==> src/rtl/updown_counter_mod.sv <==
// updown_counter_mod
//   Up/down counter with modulo (MAX_VAL+1) arithmetic and a per-edge choice
//   between wrapping and saturating at the bounds. The count step is
//   programmable and clamped to MAX_VAL.
//
// Ports
//   clk       : single clock, all state updates on its rising edge
//   rst       : asynchronous active-high reset (count=0, ovf_p=0)
//   en        : count enable
//   ctrl      : direction, 1 = up, 0 = down
//   sat       : boundary mode, 1 = saturate, 0 = wrap
//   load      : synchronous load strobe (beats en)
//   load_val  : value to load, clamped to MAX_VAL
//   step      : increment/decrement magnitude, clamped to MAX_VAL
//   count     : registered count value, always <= MAX_VAL
//   at_max    : count == MAX_VAL
//   at_min    : count == 0
//   ovf_p     : registered one-cycle pulse after an update that crossed a bound
module updown_counter_mod #(
  parameter int unsigned          WIDTH   = 8,
  parameter logic [WIDTH-1:0]     MAX_VAL = '1
) (
  input  logic             clk,
  input  logic             rst,
  input  logic             en,
  input  logic             ctrl,
  input  logic             sat,
  input  logic             load,
  input  logic [WIDTH-1:0] load_val,
  input  logic [WIDTH-1:0] step,
  output logic [WIDTH-1:0] count,
  output logic             at_max,
  output logic             at_min,
  output logic             ovf_p
);

  localparam logic [WIDTH-1:0] ONE = {{(WIDTH-1){1'b0}}, 1'b1};

  logic [WIDTH-1:0] count_q, count_d;
  logic             ovf_q, ovf_d;

  logic [WIDTH-1:0] step_eff;
  logic [WIDTH-1:0] load_eff;
  logic [WIDTH:0]   up_sum;
  logic             cross_up;
  logic             cross_dn;

  always_comb begin
    step_eff = (step > MAX_VAL) ? MAX_VAL : step;
    load_eff = (load_val > MAX_VAL) ? MAX_VAL : load_val;
    // Carry bit is needed only to detect the up crossing.
    up_sum   = {1'b0, count_q} + {1'b0, step_eff};
    cross_up = (up_sum > {1'b0, MAX_VAL});
    cross_dn = (step_eff > count_q);
  end

  always_comb begin
    count_d = count_q;
    ovf_d   = 1'b0;
    if (load) begin
      count_d = load_eff;
    end else if (en && (step_eff != '0)) begin
      if (ctrl) begin
        if (cross_up) begin
          ovf_d = 1'b1;
          // The wrapped result is < 2**WIDTH, so modular WIDTH-bit math
          // gives raw - (MAX_VAL+1) exactly.
          count_d = sat ? MAX_VAL : (count_q + step_eff - MAX_VAL - ONE);
        end else begin
          count_d = count_q + step_eff;
        end
      end else begin
        if (cross_dn) begin
          ovf_d = 1'b1;
          // (MAX_VAL+1) - (step_eff - count) rearranged to stay in WIDTH bits.
          count_d = sat ? '0 : (MAX_VAL - step_eff + count_q + ONE);
        end else begin
          count_d = count_q - step_eff;
        end
      end
    end
  end

  always_ff @(posedge clk or posedge rst) begin
    if (rst) begin
      count_q <= '0;
      ovf_q   <= 1'b0;
    end else begin
      count_q <= count_d;
      ovf_q   <= ovf_d;
    end
  end

  assign count  = count_q;
  assign ovf_p  = ovf_q;
  assign at_max = (count_q == MAX_VAL);
  assign at_min = (count_q == '0);

endmodule

==> config.mk <==
export PLATFORM = sky130hd
export DESIGN_NAME = updown_counter_mod
export DESIGN_NICKNAME = d
export VERILOG_FILES = /design/src/rtl/updown_counter_mod.sv
export SDC_FILE = /design/constraint.sdc
export NUM_CORES = 1
export LEC_CHECK = 0
export ABC_AREA = 1
export BUFFER_PORTS_ARGS = -buffer_cell sky130_fd_sc_hd__buf_4
export CORE_MARGIN = 1
export CORE_UTILIZATION = 25
export CTS_CLUSTER_SIZE = 8
export DETAILED_ROUTE_END_ITERATION = 8
export PLACE_DENSITY = 0.4
export SLEW_MARGIN = 20
export SYNTH_ARGS = -nofsm -noshare
export SYNTH_HDL_FRONTEND = slang
export SYNTH_SLANG_ARGS = --single-unit
==> constraint.sdc <==
create_clock -name clk -period 2.4 [get_ports clk]
set_input_delay 0.24 -clock clk [delete_from_list [all_inputs] [get_ports clk]]
set_output_delay 0.24 -clock clk [all_outputs]
set_load 0.02 [all_outputs]
==> flow_summary.toml <==
[final_layout]
n_antenna_cell = 0
postLayoutCoreUtil_pct = 31.3
final_nets = 328
multi_input_area_sq_um = 1140
area_growth_pct = 21.6
drive_gt1_share_pct = 23.3
fillers = 724
ff_latch_area_sq_um = 225

[critical_path]
ff2ff_path_depth = 14
startpoint_type = "flop"
endpoint = "count[3]"
reg2reg_to = "count[3]"
crit_type = "flop to flop"
max_stage_delay_ns = 0.41
r2r_slack_ns = 0.33
r2r_start = "count[0]"
worst-path-stages = 14
cp.required_ns = 2.58
path_cells = "inv_1 -> ha_1 -> fa_1 -> inv_1 -> nand3_1 -> nand2_2 -> nand2_1 -> nand3_2 -> nand2_2 -> inv_4 -> nand2_1 -> nand3_1 -> nand2_1 -> nand2_1"
path_delay_family = "simple AND/OR/NAND/NOR gates"
slowest_stage = "dfrtp_1"
crit_fanout = 6
path_common_cell = "nand2_1"
crit_path_end_kind = "flop"
crit_buf_inv = 3
crit_start = "count[0]"
worstPathArrival_ns = 2.24

[min_path]
hold_path_class = "primary input to async pin"

[sta]
timing.hold.ws_ns = -0.0138
slew_headroom_pct = 61.4
setup_viol_count_final = 0
fin_crit_ns = 2.07
hold_viol = 9
setup_tns_ns = 0
fmax_mhz = 484
rsz0062_at_grt = "false"
finalClockSkew_ns = 0.000848
tightest_slew_ns = 0.579
maxSlewViolCount = 0
fin_crit_sh_pct = 86.1

[floorplan]
core_sq_um = 6310
die_h_um = 82.6
pin_count = 33
die-area_sq_um = 6830
row_count = 29
die_x_um = 82.6
start_util_pct = 25.7

[global_routing]
grt_pass1_vias = 1650
grt_overflow_total = 0
grt_pass1_wl_um = 8350
grt_max_degree = 16
grt_usage_pct = 16.8
antenna_found_initial = 0

[place]
gp_congestion = 0.828
portBuffers = 32
hpwl_um = 4460

[routing]
wl_per_cell_um = 14.5
vias_per_cell = 4.67
dr.first_iter.drc_count = 88
dr.pass1.iters = 4
vias = 1700
remaining_drc_errors = 0
wl_um = 5280
ant_nets = 0

[logic_synthesis]
synthDistinctLibCells = 36
ys_warn_count = 0
synthTopCellsByArea = "nand2_1, dfrtp_1, ha_1"
yosysTopAreaCellShare_pct = 17.3
synth_seq_cells = 9
synth_nets = 292
syn_area_sq_um = 1630
synth_area_leader_cell = "nand2_1"
yosysSeqAreaShare_pct = 13.9
syn_area_per_cell_sq_um = 6.45
synth_cells = 252

[clock_network]
cts_made_buffers = 3
cts_resized = 0
clkTransAtPathRegs_ns = 0.05
cts_sinks = 9
post_cts_buffers = 0
cts_tree = "yes"
ctsHoldBuffers = 0
clk_path_buf_depth = 2
clk_latency_ns = 0.24
htree_num_levels = 1
root_buffer = "clkbuf_8"

[flow_run]
cap_violations = 0

[pwr]
seq_power_share_pct = 17.6
ir_drop_mv = 0.270
powerDensity_nw_per_um2 = 606
power_switching_mw = 0.601
p_leak_nw = 1.09
share_comb_of_total_power_pct = 67.0
internal-power_mw = 0.596
power.share.clock_pct = 15.4
p_sw_share_pct = 50.2

[status]
violations = "hold timing"
outcome = "complete, but fails checks"
## registers in the layout (all words and copies together) (netlist names)
register	cells
count	8
ovf_p	1
## through the flow
| step | worst slack, ns | cell area (sq um) | hold WS (ns) | std cells | power [mW] |
|---|---|---|---|---|---|
| 2_1_floorplan | 0.479 | 1630 | 0.0679 | 252 | 0.782 |
| 3_3_place_gp | 0.360 | 1930 | 0.260 | 360 | 1.04 |
| 3_5_place_dp | 0.332 | 1930 | 0.252 | 360 | 1.01 |
| 4_1_cts | 0.319 | 1980 | 0.00193 | 364 | 1.21 |
| 5_1_grt | 0.132 | 1980 | 0.0150 | 364 | 1.31 |
| 6_report | 0.334 | 1980 | -0.0138 | 364 | 1.20 |
## worst reg2reg max path: cells and delay by family, from the launching register on
kind                       cells  cell delay (ns)
adders and majority gates      2             0.62
buffers and inverters          3             0.26
and+or+nand+nor                9             0.72
DFF                            1             0.41
## kinds of logic (layout without fill, tap and decap cells)
logic type                 Yosys count  in the layout  share of synthesized area [%]
xor gates and xnor gates             3              3                           1.62
DFF                                  9              9                           13.9
adders and majority gates           18             18                           14.8
buffers and inverters               52             87                           15.9
AOI/OAI and AO/OA                   27             27                           11.5
and+or+nand+nor                    143            143                           42.4
## final cells by class
| class | instances | share of cell area (%) |
|---|---|---|
| timing repair buffer | 39 | 14.8 |
| inverter | 44 | 8.86 |
| tap | 77 | 4.87 |
| sequential | 9 | 11.4 |
| clock buffer | 4 | 2.28 |
| multi-input combinational | 191 | 57.8 |
## layer usage
metal  wire length, um  global-route usage [%]
met4                53                    3.62
met2              2350                    26.9
met5                 0                       0
met3               207                    2.20
met1              2670                    23.8
## placed cells by master (no fill, tap or decap)
cell	n
a21oi_1	7
a21oi_2	1
a21oi_4	1
and2_1	2
buf_4	39
clkbuf_1	1
clkbuf_8	3
dfrtp_1	9
fa_1	2
ha_1	16
inv_1	38
inv_2	3
inv_4	2
inv_6	1
nand2_1	75
nand2_2	7
nand2_4	3
nand3_1	25
nand3_2	2
nand3_4	1
nand3b_1	1
nand4_1	8
nor2_1	13
nor2_2	1
nor2_4	2
nor4_1	2
o211ai_1	1
o21a_1	7
o21ai_0	5
o21ai_1	2
o21ai_4	1
o21bai_1	2
or4_1	1
xnor2_1	1
xor2_1	2
## synth_stat cells, drive strengths merged
master	number
o211ai	1
nand4	8
fa	2
o21a	7
nand3b	1
nor2	16
o21ai	8
a21oi	9
and2	2
o21bai	2
nand2	85
xor2	2
ha	16
xnor2	1
or4	1
dfrtp	9
inv	44
buf	7
nand3	28
nor4	2
clkbuf	1
## worst min-delay path by stage
stage | from | slack, ns | end | cells past startpoint
3_3_place_gp | rst | 0.26 | ovf_p | 2
3_5_place_dp | rst | 0.25 | ovf_p | 2
5_1_grt | rst | 0.02 | count[3] | 2
2_1_floorplan | rst | 0.07 | count[0] | 1
4_1_cts | rst | 0.002 | ovf_p | 2
6_report | rst | -0.01 | ovf_p | 2
## power by group through the flow
stage / sequential, mW / combinational [mW] / clock (mW)
after floorplan: 0.246 / 0.536 / 0
after global placement: 0.214 / 0.822 / 0
after detailed placement: 0.213 / 0.801 / 0
after CTS: 0.211 / 0.808 / 0.189
after global routing: 0.215 / 0.900 / 0.196
final: 0.210 / 0.802 / 0.185
Power figures use the tool's default switching activity.
